`config.mk`:
```
export PLATFORM = sky130hd
export DESIGN_NAME = channel_config_sequencer
export DESIGN_NICKNAME = d
export VERILOG_FILES = /design/src/rtl/channel_config_sequencer_pkg.sv /design/src/rtl/channel_config_sequencer_radio_cmd_issuer.sv /design/src/rtl/channel_config_sequencer.sv
export SDC_FILE = /design/constraint.sdc
export NUM_CORES = 1
export LEC_CHECK = 0
export BUFFER_PORTS_ARGS = -buffer_cell sky130_fd_sc_hd__buf_4
export CAP_MARGIN = 25
export CORE_ASPECT_RATIO = 1.5
export CORE_MARGIN = 10
export CORE_UTILIZATION = 53
export DETAILED_ROUTE_END_ITERATION = 16
export GPL_ROUTABILITY_DRIVEN = 0
export GPL_TIMING_DRIVEN = 1
export PLACE_DENSITY = 0.9
export RECOVER_POWER = 25
export SETUP_SLACK_MARGIN = 0.15
export SYNTH_ARGS = -nofsm -noshare
export SYNTH_HDL_FRONTEND = slang
export SYNTH_SLANG_ARGS = --single-unit
export TNS_END_PERCENT = 20
```
`constraint.sdc`:
```
create_clock -name Clock -period 3.5 [get_ports Clock]
set_clock_uncertainty 0.05 [all_clocks]
set_input_delay 0.175 -clock Clock [delete_from_list [all_inputs] [get_ports Clock]]
set_output_delay 0.175 -clock Clock [all_outputs]
set_load 0.03 [all_outputs]
```
`src/rtl/channel_config_sequencer_pkg.sv`:
```
// Shared definitions for the channel configuration sequencer: FSM encoding,
// radio command addresses and the FSCTRL frequency word helpers.
package channel_config_sequencer_pkg;

    typedef enum logic [2:0] {
        ST_IDLE      = 3'd0,
        ST_ISSUE     = 3'd1,
        ST_WAIT_DONE = 3'd2,
        ST_NEXT      = 3'd3,
        ST_FINISH    = 3'd4
    } seq_state_t;

    localparam logic [5:0] ADDR_SRFOFF  = 6'h06;
    localparam logic [5:0] ADDR_SRXON   = 6'h03;
    localparam logic [5:0] ADDR_FSCTRL  = 6'h18;
    localparam logic [5:0] FSCTRL_UPPER = 6'b010000;
    localparam logic [9:0] FREQ_STEP    = 10'd5;

    // Command slots: 0 = SRFOFF, 1 = FSCTRL write, 2 = SRXON (last)
    localparam int         NUM_CMD_SLOTS = 4;
    localparam logic [1:0] LAST_CMD      = 2'd2;

    typedef struct packed {
        logic        is_strobe;
        logic [5:0]  addr;
        logic [15:0] data;
    } radio_cmd_t;

    function automatic logic [9:0] calc_freq(input logic [9:0] base, input logic [3:0] channel);
        return base + FREQ_STEP * {6'd0, channel};
    endfunction

    function automatic radio_cmd_t build_cmd(input int idx, input logic [9:0] freq);
        radio_cmd_t cmd;
        cmd.is_strobe = 1'b1;
        cmd.addr      = ADDR_SRXON;
        cmd.data      = 16'h0000;
        if (idx == 0) begin
            cmd.addr = ADDR_SRFOFF;
        end else if (idx == 1) begin
            cmd.is_strobe = 1'b0;
            cmd.addr      = ADDR_FSCTRL;
            cmd.data      = {FSCTRL_UPPER, freq};
        end
        return cmd;
    endfunction

endpackage

```
`src/rtl/channel_config_sequencer_radio_cmd_issuer.sv`:
```
// Radio command port handshake: presents a command while start is high,
// reports acceptance, then watches for completion or timeout while wait_en is high.
module radio_cmd_issuer
    import channel_config_sequencer_pkg::*;
#(
    parameter int TIMEOUT = 1023
) (
    input  logic        clk,
    input  logic        srst,
    input  logic        start,
    input  logic        wait_en,
    input  logic        cmd_is_strobe,
    input  logic [5:0]  cmd_addr,
    input  logic [15:0] cmd_data,
    input  logic        cmd_ready,
    input  logic        cmd_done,
    output logic        cmd_valid,
    output logic        cmd_is_strobe_out,
    output logic [5:0]  cmd_addr_out,
    output logic [15:0] cmd_data_out,
    output logic        accepted,
    output logic        done_hit,
    output logic        timeout_hit
);

    localparam int               CNT_W    = $clog2(TIMEOUT + 1);
    localparam logic [CNT_W-1:0] CNT_LAST = CNT_W'(TIMEOUT - 1);

    logic [CNT_W-1:0] wait_cnt_reg;

    // Counter sits at zero outside the wait phase, so its first wait cycle is cycle 1 after acceptance
    always_ff @(posedge clk) begin
        if (srst || !wait_en) begin
            wait_cnt_reg <= '0;
        end else begin
            wait_cnt_reg <= wait_cnt_reg + CNT_W'(1);
        end
    end

    assign cmd_valid         = start;
    assign cmd_is_strobe_out = start & cmd_is_strobe;
    assign cmd_addr_out      = start ? cmd_addr : 6'h00;
    assign cmd_data_out      = start ? cmd_data : 16'h0000;

    assign accepted    = start & cmd_ready;
    assign done_hit    = wait_en & cmd_done;
    // A completion arriving on the last allowed cycle still wins over the timeout
    assign timeout_hit = wait_en & ~cmd_done & (wait_cnt_reg == CNT_LAST);

endmodule

```
`src/rtl/channel_config_sequencer.sv`:
```
// Retunes the radio on a channel-change request: SRFOFF strobe, FSCTRL write
// with the channel frequency, SRXON strobe, then a one-cycle done pulse.
module channel_config_sequencer
    import channel_config_sequencer_pkg::*;
#(
    parameter int TIMEOUT   = 1023,
    parameter int FREQ_BASE = 357
) (
    input  logic        Clock,
    input  logic        Reset,
    input  logic        ChannelChange,
    input  logic [3:0]  Channel,
    output logic        ChannelChange_done,
    output logic        Busy,
    output logic        Error,
    output logic        Cmd_valid,
    output logic        Cmd_isStrobe,
    output logic [5:0]  Cmd_addr,
    output logic [15:0] Cmd_data,
    input  logic        Cmd_ready,
    input  logic        Cmd_done
);

    localparam logic [9:0] FREQ_BASE_CODE = 10'(FREQ_BASE);

    seq_state_t state_reg, state_next;
    logic [1:0] cmd_idx_reg, cmd_idx_next;
    logic [3:0] channel_reg, channel_next;
    logic       pending_reg, pending_next;
    logic       error_reg, error_next;
    logic       cc_prev_reg;
    logic       cc_armed_reg;

    logic       cc_rise;
    logic       issue_en;
    logic       wait_en;
    logic       accepted;
    logic       done_hit;
    logic       timeout_hit;
    logic [9:0] freq;
    radio_cmd_t cmd_table [NUM_CMD_SLOTS];
    radio_cmd_t cur_cmd;

    // Armed only after ChannelChange has been seen low, so a level held through reset cannot start a sequence
    assign cc_rise = ChannelChange & ~cc_prev_reg & cc_armed_reg;

    assign freq = calc_freq(FREQ_BASE_CODE, channel_reg);

    generate
        for (genvar gi = 0; gi < NUM_CMD_SLOTS; gi++) begin : g_cmd_table
            assign cmd_table[gi] = build_cmd(gi, freq);
        end
    endgenerate

    assign cur_cmd = cmd_table[cmd_idx_reg];

    always_ff @(posedge Clock) begin
        if (Reset) begin
            state_reg    <= ST_IDLE;
            cmd_idx_reg  <= 2'd0;
            channel_reg  <= 4'd0;
            pending_reg  <= 1'b0;
            error_reg    <= 1'b0;
            cc_prev_reg  <= 1'b0;
            cc_armed_reg <= 1'b0;
        end else begin
            state_reg    <= state_next;
            cmd_idx_reg  <= cmd_idx_next;
            channel_reg  <= channel_next;
            pending_reg  <= pending_next;
            error_reg    <= error_next;
            cc_prev_reg  <= ChannelChange;
            cc_armed_reg <= cc_armed_reg | ~ChannelChange;
        end
    end

    always_comb begin
        state_next   = state_reg;
        cmd_idx_next = cmd_idx_reg;
        channel_next = channel_reg;
        pending_next = pending_reg;
        error_next   = error_reg;
        issue_en     = 1'b0;
        wait_en      = 1'b0;

        // Requests arriving while busy (including the FINISH cycle) are queued
        if (cc_rise && (state_reg != ST_IDLE)) begin
            pending_next = 1'b1;
        end

        case (state_reg)
            ST_IDLE: begin
                if (cc_rise || pending_reg) begin
                    channel_next = Channel;
                    cmd_idx_next = 2'd0;
                    pending_next = 1'b0;
                    state_next   = ST_ISSUE;
                end
            end
            ST_ISSUE: begin
                issue_en = 1'b1;
                if (accepted) begin
                    state_next = ST_WAIT_DONE;
                end
            end
            ST_WAIT_DONE: begin
                wait_en = 1'b1;
                if (done_hit) begin
                    state_next = ST_NEXT;
                end else if (timeout_hit) begin
                    error_next = 1'b1;
                    state_next = ST_FINISH;
                end
            end
            ST_NEXT: begin
                if (cmd_idx_reg == LAST_CMD) begin
                    error_next = 1'b0;
                    state_next = ST_FINISH;
                end else begin
                    cmd_idx_next = cmd_idx_reg + 2'd1;
                    state_next   = ST_ISSUE;
                end
            end
            ST_FINISH: begin
                state_next = ST_IDLE;
            end
            default: begin
                state_next = ST_IDLE;
            end
        endcase
    end

    radio_cmd_issuer #(
        .TIMEOUT (TIMEOUT)
    ) u_issuer (
        .clk               (Clock),
        .srst              (Reset),
        .start             (issue_en),
        .wait_en           (wait_en),
        .cmd_is_strobe     (cur_cmd.is_strobe),
        .cmd_addr          (cur_cmd.addr),
        .cmd_data          (cur_cmd.data),
        .cmd_ready         (Cmd_ready),
        .cmd_done          (Cmd_done),
        .cmd_valid         (Cmd_valid),
        .cmd_is_strobe_out (Cmd_isStrobe),
        .cmd_addr_out      (Cmd_addr),
        .cmd_data_out      (Cmd_data),
        .accepted          (accepted),
        .done_hit          (done_hit),
        .timeout_hit       (timeout_hit)
    );

    assign Busy               = (state_reg != ST_IDLE);
    assign ChannelChange_done = (state_reg == ST_FINISH);
    assign Error              = error_reg;

endmodule

```
---- Word level (Yosys, flattened, before mapping) ----
Cells that the tools add are included.
W data, S select, Z words.
storage, ports and cells
  RAM bits ................................ 0
  output and inout port bits .............. 27
  input bits .............................. 9
  memories ................................ 0
  register bits ........................... 23
  bits in latches ......................... 0
  word-level logic and storage cells ...... 73
  memory bits (read-only) ................. 0
cells by class
  multiplexer cells ....................... 23
  divide/modulo/power cells ............... 0
  equality and inequality tests ........... 13
  multiply operators ...................... 1
  shift-type cells ........................ 0
  add/subtract/negate cells ............... 3
  $lt $le $gt $ge ......................... 1
  reductions and logical operators ........ 12
  bitwise operators ....................... 12
operators by type and width
  operator                 number
  $bmux W23 S2             1
  $mux W23                 2
  $mux W16                 1
  $mux W3                  5
  $ne A2 B2 Y1 const B     6
  $pmux W3 S4              1
  $add A10 B1 Y10 const B  1
  $add A9 B7 Y10 const A   1
  $eq A10 B10 Y1 const B   1
  $mux W1                  8
  $and A1 B1 Y1            7
  $mul A3 B4 Y7 const A    1
  $eq A3 B2 Y1 const B     2
  $mux W6                  1
  $reduce_and A3 Y1        2
  $mux W2                  2
  $pmux W2 S2              1
  $reduce_and A4 Y1        1
  $reduce_bool A2 Y1       2
  $eq A3 B1 Y1 const B     1
  $eq A3 B3 Y1 const B     1
  $ge A3 B3 Y1 const B     1
  $logic_not A3 Y1         1
  $ne A3 B3 Y1 const B     1
  other kinds (11)         14

---- Longest topological paths before layout ----
Gate-level depths: netlist (run 1).
  depth after elaboration ................. 7
  mapped depth ............................ 8
  gate-level depth less buffers ........... 8

---- Cells and area by module ----
A second synthesis (run 1) with hierarchy kept.
unflattened totals
  cells, all modules ...................... 190
  area total of the unflattened synthesis .. 1566.5 µm²
modules (own cells, without submodules)
  module                    area each (µm²)  cells an instance  times used  sequential area each (µm²)
  channel_config_sequencer  943.4            112                1           260.2
  radio_cmd_issuer          623.1            78                 1           200.2

---- Worst setup path after synthesis (run 1) ----
Ideal clock, no wire load.
  path type ............................... reg-to-output
  from .................................... register state_reg[2]
  to ...................................... output port Cmd_addr[1]
  arrival time ............................ 2.202 ns
  cell stages (with the launch flop) ...... 4
  slack ................................... 1.073 ns
  path buffers ............................ 1
  required time ........................... 3.275 ns
  path through ............................ dfxtp_1 -> nor3b_1 -> nor2b_1 -> buf_4
between the ends
  longest elaborated chain between the ends .. 3
ends and longest elaborated chain
  what                    line                                             text
  from (decl)             channel_config_sequencer.sv:26                   seq_state_t state_reg, state_next;
  from (signal assigned)  channel_config_sequencer.sv:67                   state_reg <= state_next;
  $eq A3 B1 Y1            channel_config_sequencer.sv:91                   case (state_reg)
  $mux W1                 channel_config_sequencer.sv:91
  via Cmd_valid           channel_config_sequencer.sv:16                   output logic Cmd_valid,
  $mux W6                 channel_config_sequencer_radio_cmd_issuer.sv:42  assign cmd_addr_out = start ? cmd_addr : 6'h00;
  to (decl)               channel_config_sequencer.sv:18                   output logic [5:0] Cmd_addr,
The timed path passes the listed nets, and every way through them passes these cells.

---- Worst setup path after layout (run 1) ----
  from .................................... register channel_reg[3]
  to ...................................... output port Cmd_data[7]
between the ends
  longest elaborated chain between the ends .. 6
ends and longest elaborated chain
  what                                         line                                             text
  from (decl)                                  channel_config_sequencer.sv:28                   logic [3:0] channel_reg, channel_next;
  from (signal assigned)                       channel_config_sequencer.sv:69                   channel_reg <= channel_next;
  $mul A3 B4 Y7                                channel_config_sequencer_pkg.sv:30               return base + FREQ_STEP * {6'd0, channel};
  $add A9 B7 Y10                               channel_config_sequencer_pkg.sv:30
  $bmux W23 S2                                 channel_config_sequencer.sv:55                   assign cur_cmd = cmd_table[cmd_idx_reg];
  $mux W23 (not written as such) (2 in a row)  channel_config_sequencer.sv:55
  $mux W16                                     channel_config_sequencer_radio_cmd_issuer.sv:43  assign cmd_data_out = start ? cmd_data : 16'h0000;
  to (decl)                                    channel_config_sequencer.sv:19                   output logic [15:0] Cmd_data,
Every way passes these cells. The select of a mux whose other input is x is not followed.

==> run metrics, run 1 <==
status finished, final reports clean; Die Wd 62.4 um; FILL cells roughly 240; Fin Setup TNS 0 ps; top cell type's share of synthesized area 32.3%; largest net degree at the start of global routing 15; sw power 0.150 mW; clock latency on the worst-skew pair 260 ps; Routed wire per std cell approximately 13 um; Synth async-reset ratio 0%; clock share of power between 20% and 30%; area occupied by multi-input gates 848 um^2; 1st-iter DRT viols 42; Via density about 5; share of cells above drive strength 1 17.4%; count of pins over their slew limit 0; max_cap viols 0; # resized after CTS 0; most frequent cells in the layout 27 x buf_4, 25 x nor2_1, 23 x dfxtp_1, 16 x ha_1, 13 x inv_1; Hold/Removal Path Class primary input to flop; maximum operating frequency between 300 and 400 MHz; Longest Clk Path Bufs 2; HPWL Detailed 2.42 mm; Routed WL 2.98 mm; kind of critical path flop to output port; Tot GR Track Use 11.4%; sequential power share 51.6%; relative max-transition margin between 50 and 60%; Vias 1180; R2R setup slack about 1900 ps; CP Launch Type flop; main flop type after synthesis dfxtp_1; CTS buffer count 3; Post-Syn Area approximately 1400 um^2; final setup vio count 0; crit-path max FO 4; first-pass GRT wire length 5.20 mm; Hold Buf Count CTS 0; Cells after Synth 170; Post-DRT Antenna Nets 0; fin nets 221; Logic pwr share between 10% and 20%; Antenna Cells 0; Remaining Overflow, GRT 0; Syn. warnings 0; largest cells by area after synthesis dfxtp_1 32%, ha_1 14%, nor2_1 6.6%; H-tree depth 1; required time worst endpoint 3270 ps; internal power 0.389 mW; # Post-CTS Setup Buffers 0; Design Area, Final 1660 um^2; register bit total from synthesis 23; Layout area overhead 16.3%; period utilization between 70% and 80%; die height 83.5 um; Syn Area/Cell 8.39 um^2; Sw Ratio between 20% and 30%; maximum vdd drop 0.263 mV; Slew @ Worst Pin 614 ps; setup repair after global routing missed its margin false; port buffer count 29; Largest register FFs 10; drt first pass iters 4; Cell Pwr Density around 320 nW/um^2; initial antenna violation count 0; # DRC 0; clk sink count 23; Ports 36; min cycle time layout 2550 ps; EDFF count, synth 0; number of global-route vias before repair 1238; CTS clk-pin slew, worst paths about 70 ps; P_leak 0.716 nW; fin cells 232; post-synth top area cell dfxtp_1; arrival time worst endpoint 2320 ps; die area 5210 um^2; standard-cell rows 23; dpl cells 228; most common cell after layout, fill and taps aside buf_4; sequential cell area 460 um^2; CTS tree built; Unique masters post-synth 38; core region area ~2600 um^2; placed cell areas about 1600 um^2; crit end category output port; Initial Util 54.5%; final number of hold-violating endpoints 0; CTS root buf clkbuf_8; Seq/Total Area, Yosys 32.3%
-- power groups by stage --
stage | clock network, mW | registers [mW] | logic (mW)
after floorplan | 0 | 0.279 | 0.0829
after global placement | 0 | 0.283 | 0.101
after detailed placement | 0 | 0.284 | 0.102
after CTS | 0.163 | 0.278 | 0.103
after global routing | 0.175 | 0.279 | 0.111
final | 0.160 | 0.278 | 0.101
-- kinds of logic (layout without fill, tap and decap cells) --
family,Yosys count,count (layout),share of synthesized area [%]
compound gates,19,19,8.16
xor+xnor,13,13,7.98
fa+ha+maj,16,16,14.0
buf+inv,26,46,9.56
flops,23,23,32.3
mux,4,4,2.81
other cells,1,6,0.263
simple gates,68,68,24.9
-- layout make-up --
class | instances | share of cell area [%]
sequential | 23 | 27.8
multi-input combinational | 126 | 51.1
tap | 37 | 2.79
clock buffer | 4 | 2.71
timing repair buffer | 29 | 12.7
inverter | 13 | 2.94
-- worst paths after layout --
check                                              endpoint  cells past startpoint                   startpoint
worst max-delay path                            Cmd_data[7]                      8  channel_reg[3]$_SDFFE_PP0P_
worst min-delay path                cc_armed_reg$_SDFF_PP0_                      2                ChannelChange
worst max register to register  channel_reg[0]$_SDFFE_PP0P_                      4    state_reg[0]$_SDFFE_PP0P_
worst min register to register      cc_armed_reg$_SDFF_PP0_                      2      cc_armed_reg$_SDFF_PP0_
-- through the flow --
step           power [mW]  setup slack (ps)  hold slack, ps  utilization (%)
2_1_floorplan       0.362              1070             197                -
3_3_place_gp        0.384              1290             319             61.9
3_5_place_dp        0.385              1240             337             61.9
4_1_cts             0.543               944            64.3             63.6
5_1_grt             0.564               807            70.2             63.4
6_report            0.539               953            65.0             63.4
-- synth_stat cells (all sizes together) (3+ instances only) --
library cell and count:
buf 11, nand3 8, mux2i 4, o21ai 4, nor2 25, inv 13
a21oi 6, ha 16, xor2 6, nor3 10, nand2 5, nand4 3
xnor2 7, and2 3, dfxtp 23
-- worst max-delay path, cell delays in order, from the launching register on --
cell	delay [ps]
dfxtp_1	400
ha_1	260
ha_1	280
ha_1	350
a21oi_1	220
o21ai_0	150
xnor2_1	150
nor2_1	90
buf_4	170
-- per-layer routing --
layer | global-route usage [%] | vias to the layer above | share of wire [%]
met2 | 22.8 | 26 | 56
met4 | 3.27 | 0 | 0.44
met3 | 3.36 | 2 | 5.6
met1 | 10.6 | 539 | 38
met5 | 0 | - | 0
li1 | - | 613 | -
Note: power is estimated with default switching activity, not from simulation.
==> inputs of run 2 (changes only) <==
--- a/config.mk
+++ b/config.mk
@@ -9,11 +9,11 @@
 export CAP_MARGIN = 25
 export CORE_ASPECT_RATIO = 1.5
 export CORE_MARGIN = 10
-export CORE_UTILIZATION = 53
+export CORE_UTILIZATION = 47
 export DETAILED_ROUTE_END_ITERATION = 16
 export GPL_ROUTABILITY_DRIVEN = 0
 export GPL_TIMING_DRIVEN = 1
-export PLACE_DENSITY = 0.9
+export PLACE_DENSITY = 0.85
 export RECOVER_POWER = 25
 export SETUP_SLACK_MARGIN = 0.15
 export SYNTH_ARGS = -nofsm -noshare
==> constraint.sdc (replaced) <==
create_clock -name Clock -period 2.2 [get_ports Clock]
set_clock_uncertainty 0.05 [all_clocks]
set_input_delay 0.11 -clock Clock [delete_from_list [all_inputs] [get_ports Clock]]
set_output_delay 0.11 -clock Clock [all_outputs]
set_load 0.03 [all_outputs]
==> run metrics, run 2 (synthesized netlist as in run 1, its figures left out) <==
Routed wire per std cell 13.2 um; CP delay by family, top adder cells; cells along the critical path ha_4 -> ha_4 -> ha_4 -> a21oi_2 -> o21ai_1 -> xnor2_1 -> nor2_1 -> buf_4; final hold slack 27.7 ps; port buffer count 29; P_leak 0.732 nW; slowest library cell on the worst path dfxtp_4; largest net degree at the start of global routing 15; most frequent cells in the layout 30 x buf_4, 25 x nor2_1, 19 x dfxtp_1, 13 x inv_1, 11 x ha_1; die area 5680 um^2; count of pins over their slew limit 0; crit end category output port; Cell Pwr Density slightly below 500 nW/um^2; setup repair after global routing missed its margin true; crit-path max FO 3; final core occ 62.2%; Tot GR Track Use 11.1%; final number of hold-violating endpoints 0; share of cells above drive strength 1 26.1%; cell mode on critical path ha_4; Via density 5.19; final setup vio count 4; Initial Util 49.0%; clk sink count 23; initial antenna violation count 0; Post-DRT Antenna Nets 0; Remaining Overflow, GRT 0; fin cells 238; H-tree depth 1; 1st-iter DRT viols 54; maximum vdd drop 0.526 mV; Vias roughly 1200; placed cell areas 1640 um^2; Largest register FFs 10; HPWL Detailed 2.33 mm; period utilization 103%; standard-cell rows 24; Setup WS post-layout -59.8 ps; CTS tree built; violated checks negative setup slack; status finished with violations; Ports 36; min cycle time layout 2260 ps; Design Area, Final 1810 um^2; clock latency on the worst-skew pair 260 ps; kind of critical path flop to output port; Antenna Cells 0; # DRC 0; die height 87.5 um; Hold/Removal Path Class primary input to flop; core region area 2910 um^2; Die Wd 65.0 um; arrival time worst endpoint approximately 2100 ps; number of global-route vias before repair ~1200; CTS root buf clkbuf_8; CTS clk-pin slew, worst paths 80 ps; most common cell after layout, fill and taps aside buf_4; first-pass GRT wire length around 5.2 mm; relative max-transition margin 64.6%; maximum operating frequency approximately 440 MHz; CTS buffer count 3; Longest Clk Path Bufs 2; max_cap viols 0; max incr delay on CP 360 ps; fin nets around 230; Slew @ Worst Pin 528 ps; total power ~0.90 mW; Layout area overhead 27.0%; dpl cells 232; Routed WL about 3.1 mm; required time worst endpoint approximately 2000 ps; WP buf/inv 1; CP Launch Type flop; drt first pass iters 4
## run 2: final timing paths
| check | startpoint | end | slack (ps) | cells after the start |
|---|---|---|---|---|
| max | channel_reg[3]$_SDFFE_PP0P_ | Cmd_data[7] | -60 | 8 |
| min | Channel[0] | channel_reg[0]$_SDFFE_PP0P_ | 30 | 3 |
| max reg2reg | state_reg[2]$_SDFFE_PP0P_ | cmd_idx_reg[1]$_SDFFE_PP0P_ | 720 | 4 |
| min reg2reg | cc_armed_reg$_SDFF_PP0_ | cc_armed_reg$_SDFF_PP0_ | 400 | 2 |
## run 2: metrics by stage
stage	worst slack [ps]	setup TNS, ps
CTS	-16.7	-16.7
detailed placement	12.8	0
finish	-59.8	-103
global placement	72.4	0
global route	-96.8	-313
floorplan	-21.1	-21.1
## run 2: what timing repair did
item	in CTS	in global routing
hold buffers	1	0
pin swaps	4	3
endpoints found under the hold margin	1	0
setup buffers	1	0
endpoints found under the setup margin	5	9
resized for setup	12	8
## run 2: cell type report
class	count	area, um^2
Timing Repair Buffer	33	243
Inverter	13	48.8
Multi-Input combinational cell	126	956
Sequential cell	23	470
Fill cell	245	1100
Tap cell	39	48.8
Clock buffer	4	45.0
## run 2: where the power goes
part / switching [mW] / internal, mW
sequential: 0.0163 / 0.426
clock: 0.127 / 0.129
combinational: 0.111 / 0.0871
total: 0.254 / 0.643
## run 2: worst min-delay path, cell delays in order
cell and delay [ps]:
buf_4 80, mux2i_1 50, nor2_1 70
## run 2: per-layer routing
metal  wire (um)  vias to the layer above  GRT usage [%]
met5           0                        -              0
met4          49                        0           5.08
met3         263                        5           4.25
met2        1630                       29           20.5
met1        1200                      577           10.3
li1            -                      625              -
==> inputs of run 3 (changes only) <==
--- a/config.mk
+++ b/config.mk
@@ -7,13 +7,15 @@
 export LEC_CHECK = 0
 export BUFFER_PORTS_ARGS = -buffer_cell sky130_fd_sc_hd__buf_4
 export CAP_MARGIN = 25
+export CELL_PAD_IN_SITES_DETAIL_PLACEMENT = 1
+export CELL_PAD_IN_SITES_GLOBAL_PLACEMENT = 1
 export CORE_ASPECT_RATIO = 1.5
 export CORE_MARGIN = 10
-export CORE_UTILIZATION = 47
+export CORE_UTILIZATION = 35
 export DETAILED_ROUTE_END_ITERATION = 16
 export GPL_ROUTABILITY_DRIVEN = 0
 export GPL_TIMING_DRIVEN = 1
-export PLACE_DENSITY = 0.85
+export PLACE_DENSITY = 0.86
 export RECOVER_POWER = 25
 export SETUP_SLACK_MARGIN = 0.15
 export SYNTH_ARGS = -nofsm -noshare
==> run metrics, run 3 (synthesized netlist as in run 1, its figures left out) <==
required time worst endpoint 2040 ps; total power a little under 0.9 mW; slowest library cell on the worst path dfxtp_2; clk sink count 23; crit end category output port; # DRC 0; Antenna Cells 0; final number of hold-violating endpoints 0; 1st-iter DRT viols 46; Tot GR Track Use 10.1%; Remaining Overflow, GRT 0; crit-path max FO 3; Slew @ Worst Pin about 550 ps; core region area 3960 um^2; count of pins over their slew limit 0; arrival time worst endpoint around 2100 ps; maximum operating frequency 448 MHz; met2 Use GR between 10% and 20%; HPWL Detailed 2.78 mm; port buffer count 29; min cycle time layout 2230 ps; Initial Util 36.0%; final hold slack 42.4 ps; CTS buffer count 3; first-pass GRT wire length about 6.1 mm; number of global-route vias before repair around 1300; CTS tree built; relative max-transition margin 63.3%; fin nets between 200 and 250; largest net degree at the start of global routing 15; cells along the critical path ha_4 -> ha_4 -> ha_4 -> a21oi_2 -> o21ai_2 -> xnor2_1 -> nor2_1 -> buf_4; CP Launch Type flop; Hold/Removal Path Class primary input to flop; share of cells above drive strength 1 between 20 and 30%; final setup vio count 1; P_leak 0.740 nW; Fin Setup TNS -29.9 ps; Ports 36; die height 98.2 um; standard-cell rows 28; Longest Clk Path Bufs 2; drt first pass iters 4; met3 usage 2.94%; status finished with violations; CTS root buf clkbuf_8; Largest register FFs 10; Vias around 1300; global routing usage on met1 between 10 and 15%; Routed WL between 3 and 4 mm; Setup WS post-layout -29.9 ps; Cell Pwr Density 497 nW/um^2; violated checks negative setup slack; most common cell after layout, fill and taps aside buf_4; die area 7080 um^2; most frequent cells in the layout 31 x buf_4, 25 x nor2_1, 20 x dfxtp_1, 13 x inv_1, 11 x ha_1; H-tree depth 1; clock latency on the worst-skew pair 260 ps; GRT Max-Usage Layer met2; setup repair after global routing missed its margin true; Via density 5.18; initial antenna violation count 0; period utilization 101%; kind of critical path flop to output port; Routed wire per std cell 14.4 um; CTS clk-pin slew, worst paths 80 ps; WP buf/inv 1; Layout area overhead 26.2%; max incr delay on CP ~350 ps; CP delay by family, top adder cells; Post-DRT Antenna Nets 0; max_cap viols 0; Die Wd 72.1 um; cell mode on critical path ha_4; maximum vdd drop roughly 0.42 mV
## run 3: changes by cell type in the layout (fill, tap and decap cells not counted), sizes merged
cell / delta
buf: +1
clkbuf: +1
## run 3: per-stage QoR
step	setup WS, ps	area, um^2	util [%]	cells
after global placement	65.5	1660	41.9	239
after detailed placement	-17.0	1660	41.9	239
after CTS	-12.8	1810	45.6	246
final	-29.9	1800	45.5	246
after floorplan	-21.1	1450	-	175
after global routing	-118	1800	45.5	246
## run 3: worst min-delay path: stages
cell and delay, ps:
buf_4 80, mux2i_1 50, nor2_1 80
## run 3: layout make-up
cell class,instances,area [um^2]
fill,487,2160
multi-input combinational,126,930
sequential,23,467
timing repair buffer,35,254
tap,45,56.3
inverter,13,48.8
clock buffer,4,45.0
## run 3: per-layer routing
layer | routed length [um] | part of all wire (%) | vias up
li1 | - | - | 628
met2 | 1900 | 53 | 36
met1 | 1340 | 38 | 604
met3 | 250 | 7.0 | 7
met4 | 60 | 1.7 | 0
met5 | 0 | 0 | -
## run 3: what timing repair did
item                                    in CTS  in global routing
endpoints found under the setup margin       5                  4
hold endpoints to repair                     1                  0
gates resized for setup                     13                  2
setup buffers                                2                  0
hold buffers                                 1                  0
pin swaps                                    6                  5
## run 3: final timing paths
check / endpoint / depth (start not counted) / start / slack, ps
setup / recovery: Cmd_data[7] / 8 / channel_reg[3]$_SDFFE_PP0P_ / -30
hold / removal: channel_reg[2]$_SDFFE_PP0P_ / 3 / Channel[2] / 40
setup reg to reg: cmd_idx_reg[1]$_SDFFE_PP0P_ / 4 / state_reg[0]$_SDFFE_PP0P_ / 720
hold reg to reg: cc_armed_reg$_SDFF_PP0_ / 2 / cc_armed_reg$_SDFF_PP0_ / 420
## run 3: power breakdown
group | switching (mW) | internal [mW] | total (mW)
registers | 0.0163 | 0.427 | 0.443
logic | 0.112 | 0.0852 | 0.197
clock network | 0.126 | 0.129 | 0.255
total | 0.254 | 0.641 | 0.895
